### src/rtl/adder_pkg.sv
// ============================================================================
// Module   : adder_pkg
// Brief    : Shared types and sizing helpers for the pipelined adder.
// Revision : 1.0 - initial release
// ============================================================================
`default_nettype none

package adder_pkg;

  typedef enum logic {
    OP_ADD = 1'b0,
    OP_SUB = 1'b1
  } op_e;

  localparam int DEFAULT_WIDTH  = 16;
  localparam int DEFAULT_STAGES = 4;

  // Width of one carry segment; WIDTH must be an exact multiple of STAGES.
  function automatic int seg_width(input int width, input int stages);
    return width / stages;
  endfunction

  // Bit position of the least significant bit of segment k.
  function automatic int seg_lsb(input int k, input int seg);
    return k * seg;
  endfunction

endpackage

`default_nettype wire

### src/rtl/add_slice.sv
// ============================================================================
// Module   : add_slice
// Brief    : Combinational SEG-bit adder segment with carry out and MSB carry-in.
// Revision : 1.0 - initial release
// ============================================================================
`default_nettype none

module add_slice #(
  parameter int SEG = 4
) (
  input  logic [SEG-1:0] i_a,
  input  logic [SEG-1:0] i_b,
  input  logic           i_cin,
  output logic [SEG-1:0] o_sum,
  output logic           o_cout,
  output logic           o_msb_cin
);

  logic [SEG:0] w_total;

  assign w_total   = {1'b0, i_a} + {1'b0, i_b} + {{SEG{1'b0}}, i_cin};
  assign o_sum     = w_total[SEG-1:0];
  assign o_cout    = w_total[SEG];
  // Recover the carry into the top bit; XOR with carry out gives signed overflow.
  assign o_msb_cin = i_a[SEG-1] ^ i_b[SEG-1] ^ w_total[SEG-1];

endmodule

`default_nettype wire

### src/rtl/pipe_adder.sv
// ============================================================================
// Module   : pipe_adder
// Brief    : Pipelined WIDTH-bit adder/subtractor, one carry segment per stage,
//            valid/ready on both sides. Define PIPE_ADDER_SAT_EN to clamp
//            overflowing results to the signed limit.
// Revision : 1.0 - initial release
// ============================================================================
`default_nettype none

module pipe_adder
  import adder_pkg::*;
#(
  parameter int WIDTH  = DEFAULT_WIDTH,
  parameter int STAGES = DEFAULT_STAGES
) (
  input  logic             clk,
  input  logic             rst,
  input  logic             in_valid,
  output logic             in_ready,
  input  logic [WIDTH-1:0] A,
  input  logic [WIDTH-1:0] B,
  input  op_e              op,
  input  logic             i_carry,
  output logic             out_valid,
  input  logic             out_ready,
  output logic [WIDTH-1:0] out,
  output logic             o_carry,
  output logic             o_ovf,
  output logic             o_zero
);

  localparam int SEG  = seg_width(WIDTH, STAGES);
  localparam int LAST = STAGES - 1;

  logic [STAGES-1:0] r_valid;
  logic [STAGES-1:0] r_carry;
  logic [STAGES-1:0] w_load;
  logic [WIDTH-1:0]  r_a   [STAGES];
  logic [WIDTH-1:0]  r_b   [STAGES];
  logic [WIDTH-1:0]  r_sum [STAGES];
  // Signed overflow of the partial result held by each stage.
  logic              r_ovf [STAGES];

  logic [WIDTH-1:0]  w_b_eff;
  logic              w_cin_eff;
  logic [WIDTH-1:0]  w_raw;
  logic [WIDTH-1:0]  w_res;

  assign w_b_eff   = (op == OP_SUB) ? ~B : B;
  assign w_cin_eff = (op == OP_SUB) ? 1'b1 : i_carry;

  // Backpressure ripples from the consumer down to the input.
  always_comb begin
    logic [STAGES-1:0] v_load;
    v_load       = '0;
    v_load[LAST] = ~r_valid[LAST] | out_ready;
    for (int k = STAGES - 2; k >= 0; k--) begin
      v_load[k] = ~r_valid[k] | v_load[k+1];
    end
    w_load = v_load;
  end

  assign in_ready = w_load[0];

  for (genvar k = 0; k < STAGES; k++) begin : g_stage
    localparam int LSB = seg_lsb(k, SEG);

    logic [WIDTH-1:0] w_a_in;
    logic [WIDTH-1:0] w_b_in;
    logic [WIDTH-1:0] w_sum_in;
    logic [WIDTH-1:0] w_sum_nxt;
    logic             w_cin;
    logic             w_valid_in;
    logic [SEG-1:0]   w_seg_sum;
    logic             w_seg_cout;
    logic             w_seg_msb_cin;

    if (k == 0) begin : g_head
      assign w_a_in     = A;
      assign w_b_in     = w_b_eff;
      assign w_sum_in   = '0;
      assign w_cin      = w_cin_eff;
      assign w_valid_in = in_valid;
    end else begin : g_body
      assign w_a_in     = r_a[k-1];
      assign w_b_in     = r_b[k-1];
      assign w_sum_in   = r_sum[k-1];
      assign w_cin      = r_carry[k-1];
      assign w_valid_in = r_valid[k-1];
    end

    add_slice #(
      .SEG (SEG)
    ) u_slice (
      .i_a       (w_a_in[LSB +: SEG]),
      .i_b       (w_b_in[LSB +: SEG]),
      .i_cin     (w_cin),
      .o_sum     (w_seg_sum),
      .o_cout    (w_seg_cout),
      .o_msb_cin (w_seg_msb_cin)
    );

    always_comb begin
      w_sum_nxt              = w_sum_in;
      w_sum_nxt[LSB +: SEG]  = w_seg_sum;
    end

    always_ff @(posedge clk) begin
      if (rst) begin
        r_valid[k] <= 1'b0;
        r_carry[k] <= 1'b0;
        r_ovf[k]   <= 1'b0;
        r_a[k]     <= '0;
        r_b[k]     <= '0;
        r_sum[k]   <= '0;
      end else if (w_load[k]) begin
        r_valid[k] <= w_valid_in;
        r_carry[k] <= w_seg_cout;
        r_ovf[k]   <= w_seg_cout ^ w_seg_msb_cin;
        r_a[k]     <= w_a_in;
        r_b[k]     <= w_b_in;
        r_sum[k]   <= w_sum_nxt;
      end
    end
  end

  assign w_raw = r_sum[LAST];

`ifdef PIPE_ADDER_SAT_EN
  // A wrapped result has the wrong sign bit, so the clamp direction is its inverse.
  assign w_res = r_ovf[LAST] ? {~w_raw[WIDTH-1], {(WIDTH-1){w_raw[WIDTH-1]}}} : w_raw;
`else
  assign w_res = w_raw;
`endif

  assign out_valid = r_valid[LAST];
  assign out       = r_valid[LAST] ? w_res : '0;
  assign o_carry   = r_valid[LAST] & r_carry[LAST];
  assign o_ovf     = r_valid[LAST] & r_ovf[LAST];
  assign o_zero    = r_valid[LAST] & (w_res == '0);

endmodule

`default_nettype wire
### config.mk
export PLATFORM = sky130hd
export DESIGN_NAME = pipe_adder
export DESIGN_NICKNAME = d
export VERILOG_FILES = /design/src/rtl/adder_pkg.sv /design/src/rtl/add_slice.sv /design/src/rtl/pipe_adder.sv
export SDC_FILE = /design/constraint.sdc
export NUM_CORES = 1
export LEC_CHECK = 0
export ABC_AREA = 1
export BUFFER_PORTS_ARGS = -buffer_cell sky130_fd_sc_hd__clkbuf_2
export CAP_MARGIN = 5
export CORE_MARGIN = 10
export CORE_UTILIZATION = 60
export CTS_BUF_LIST = sky130_fd_sc_hd__clkbuf_8
export DETAILED_ROUTE_END_ITERATION = 10
export HOLD_SLACK_MARGIN = 0.05
export PLACE_DENSITY = 0.82
export SYNTH_ARGS = -nofsm -noshare
export SYNTH_HDL_FRONTEND = slang
export SYNTH_HIERARCHICAL = 1
export SYNTH_SLANG_ARGS = --single-unit
export TNS_END_PERCENT = 1
### constraint.sdc
create_clock -name clk -period 3.2 [get_ports clk]
set_input_delay 0.32 -clock clk [delete_from_list [all_inputs] [get_ports clk]]
set_output_delay 0.32 -clock clk [all_outputs]
set_load 0.05 [all_outputs]
# Yosys cells after proc, flatten, opt, wreduce, memory -nomap -nowiden
# Memory sizes are Yosys's and may differ from the RTL's.
# Index checks and enable logic that the tools add are counted.
# classes
n_reduce_logical	1
n_bitwise	40
n_mux	33
add_sub_neg	8
# op_table
operator	n
$mux W16	14
$add A4 B4 Y5	4
$add A5 B1 Y5	4
$or A1 B1 Y1	20
$mux W1	19
$logic_not A16 Y1	1
$not A16 Y16	1
$xor A1 B1 Y1	12
$not A1 Y1	4
$and A1 B1 Y1	3
# totals
mem_count	4
mem_bits_rw	196
output_inout_bits	21
regBits	8
# mem_list
name	depth	width	rd	rd_ports_with_merged_regs	write_ports	line_no	source
r_a	4	16	3	0	4	pipe_adder.sv:38	logic [WIDTH-1:0] r_a [STAGES];
r_b	4	16	3	0	4	pipe_adder.sv:39	logic [WIDTH-1:0] r_b [STAGES];
r_sum	4	16	4	0	4	pipe_adder.sv:40	logic [WIDTH-1:0] r_sum [STAGES];
r_ovf	4	1	1	0	4	pipe_adder.sv:42	logic r_ovf [STAGES];

# Depth between registers and ports, before layout
# depth
ltp_word	9
mapped_depth	10
ltp_nobuf	8

# By module
# The synthesis kept the hierarchy.
# by_module_without_submodules
mod	area_per_inst_um2	instances	seq_area_each_um2	cells_each
pipe_adder	4078.9	1	2832.7	381
add_slice	168.9	4	0.0	26

# Worst setup path before layout
# No wires, ideal clock.
# synth_timing
kind	in2reg
start	input op
end	memory r_sum[0][1] (netlist bit) (data pin)
slack_ns	1.084
path_buffers	2
stages	9
setup_time_ns	0.138
t_required_ns	3.062
t_arrival_ns	1.978
cell_sequence	buf_4 -> buf_4 -> or2_2 -> fa_1 -> inv_1 -> fa_1 -> inv_1 -> inv_1 -> nor2_1
# synth_lines
element	line_no	source
start: declaration	pipe_adder.sv:22	input op_e op,
end: declaration	pipe_adder.sv:40	

==> flow_summary_export.csv <==
group,metric,value,unit
setup_path,required,3.05,ns
finish,layout-drive-gt1-share,15.2,%
die,core,7730,um^2
finish,fin_cells,647,
finish,antenna_cells,0,
yosys,synth_area_per_cell,9.84,um^2
sta,finalHoldViolations,0,
setup_path,end_kind,"register",
sta,finalCriticalPeriod,2.21,ns
drt,post_drt_wl_per_cell,11.3,um
setup_path,startpoint_type,"register",
placement,dpl.hpwl,5620,um
clock_network,cts_resized,0,
setup_path,crit_arrival,2.06,ns
drt,drc,0,
placement,io_buffers,58,
die,die_x,109,um
clock_network,cts_hold_buf,0,
yosys,synth_warnings,6,
min_path,hold_path_end,"g_stage[1].w_valid_in$_SDFFE_PP0P_",
min_path,hold_path_class,"primary input to register",
global_routing,grt_max_degree,30,
power_and_ir_drop,pwr-share-clk,30.9,%
setup_path,r2r-end,"r_b[0][15]$_SDFFCE_PN0P_",
placement,place_inst,631,
sta,fin_worst_hold_slack,0.192,ns
setup_path,reg2reg_depth,6,
placement,post-place-ws,0.917,ns
clock_network,clk_latency,0.36,ns
power_and_ir_drop,peakVddDrop,0.286,mV
min_path,hp-start,"in_valid",
die,io_pins,59,
power_and_ir_drop,switchingPower,0.000589,W
clock_network,cts_tree,"yes",
drt,vias,3028,
sta,slew_headroom,23.9,%
drt,first_iter_violations,110,
outcome,status,"finished, final reports clean",
yosys,synth_area,4740,um^2
sta,max_freq,452,MHz
sta,rsz0062_at_grt,"no",
global_routing,grt_util_all_layers,13.1,%
sta,setup_ws,0.990,ns
clock_network,clock-sinks,97,
setup_path,cp_max_fo,29,
drt,vias_per_cell,4.68,
placement,gp_congestion,0.771,
clock_network,clk_pin_slew,0.09,ns
die,rows,32,
drt,antenna_left,0,
clock_network,cts_max_level,3,
clock_network,root_buffer,"clkbuf_8",
clock_network,cts_setup_buffers,0,
setup_path,criticalPathCategory,"register to register",
global_routing,grt_pass1_vias,3016,
job,drv_cap,0,
power_and_ir_drop,seqPwrFrac,59.1,%
setup_path,rrSetupSlack,0.99,ns
clock_network,clk_path_buf_depth,2,
sta,fin_skew,0.0158,ns
sta,setup_viol,0,
finish,nets,598,
power_and_ir_drop,p_leak,2.62,nW
sta,totalNegativeSetupSlack,0,ns
drt,firstDrtPassIters,5,
power_and_ir_drop,internal-power,0.00192,W
power_and_ir_drop,p_comb_share,10.1,%
finish,area_delta_synth_final,11.4,%
min_path,min_path_cells,3,
power_and_ir_drop,power_density,476,nW/um^2
clock_network,cts_buffers,9,
setup_path,timing.rr.start,"out_valid$_SDFFE_PP0P_",
global_routing,antenna_found_initial,0,
die,die_h,109,um
sta,tightest_slew,1.14,ns
sta,drv_slew,0,
sta,period_share,69.1,%
die,dieArea,11900,um^2
global_routing,grt_overflow,0,
drt,routed_wirelength,7300,um
global_routing,grt_pass1_wl,12600,um
die,start_util,61.4,%
yosys,syn_nets,540,
yosys,synthCells,482,
power_and_ir_drop,sw_frac_of_total,23.4,%
-- cell type report --
| class | count | area, um^2 |
|---|---|---|
| clock inverter | 7 | 71.3 |
| inverter | 128 | 480 |
| fill | 572 | 2440 |
| tap | 102 | 128 |
| multi-input combinational | 245 | 1350 |
| sequential | 97 | 2830 |
| clock buffer | 9 | 124 |
| timing repair buffer | 59 | 298 |
-- power groups by stage --
stage | sequential, W | clock, W | combinational (W)
final | 0.00149 | 0.000776 | 0.000253
after global routing | 0.00149 | 0.000838 | 0.000295
after CTS | 0.00149 | 0.000794 | 0.000255
after detailed placement | 0.00151 | 0 | 0.000252
after global placement | 0.00151 | 0 | 0.000237
after floorplan | 0.00151 | 0 | 0.000192
-- worst max-delay path, cell delays in order, from the launching register on --
cell and delay [ns]:
dfxtp_1 0.31, buf_4 0.21, inv_2 0.08, nor2_4 0.18, nand3_2 0.15, inv_1 0.10
nand2_1 0.65
-- stage by stage --
step / utilization [%] / cell area [um^2] / power (W)
2_1_floorplan: - / 4740 / 0.00170
3_3_place_gp: 65.9 / 5090 / 0.00175
3_5_place_dp: 65.9 / 5090 / 0.00177
4_1_cts: 68.4 / 5280 / 0.00253
5_1_grt: 68.4 / 5280 / 0.00263
6_report: 68.4 / 5280 / 0.00251
-- how the worst max path moves through the flow --
stage / start / end / slack, ns / cells after the start
detailed placement: op / r_sum[0][1]$_SDFFCE_PN0P_ / 0.92 / 8
global route: out_valid$_SDFFE_PP0P_ / r_a[0][15]$_SDFFCE_PN0P_ / 0.78 / 6
CTS: out_valid$_SDFFE_PP0P_ / r_a[0][15]$_SDFFCE_PN0P_ / 0.97 / 6
floorplan: op / r_sum[0][1]$_SDFFCE_PN0P_ / 1.08 / 9
global placement: op / r_sum[0][1]$_SDFFCE_PN0P_ / 0.99 / 8
finish: out_valid$_SDFFE_PP0P_ / r_b[0][15]$_SDFFCE_PN0P_ / 0.99 / 6
-- state kept, by name, summed over array words and instances (netlist names) --
name / count
g_stage.w_cin: 3
r_b: 24
out_valid: 1
r_a: 24
r_ovf: 1
r_sum: 40
r_carry: 1
g_stage.w_valid_in: 3
-- layer usage --
metal  routed length [um]  global-route usage [%]
met5                    0                       0
met4                  124                    6.03
met3                  588                    4.13
met2                 3570                    22.9
met1                 3020                    14.2
-- placed cells by master, fill, tap and decap left out --
cell          n
nand3_2       1
clkbuf_8      9
nand4_4       1
nor2_2        1
nand2_4       1
clkinvlp_4    1
dfxtp_1       8
clkbuf_2     58
nand3_1      18
fa_1          8
nor2_4        1
nand2_2       2
nand2_1      60
inv_1       128
inv_6         2
edfxtp_1     89
ha_1         12
inv_2         2
or2_2         1
xnor2_1      17
a21oi_1      10
nor2_1      103
nor3_1        1
o21ai_0       4
bufinv_16     1
buf_4         1
xor2_1        4
clkinv_4      1
No activity file was read; power rests on OpenSTA's default activity.
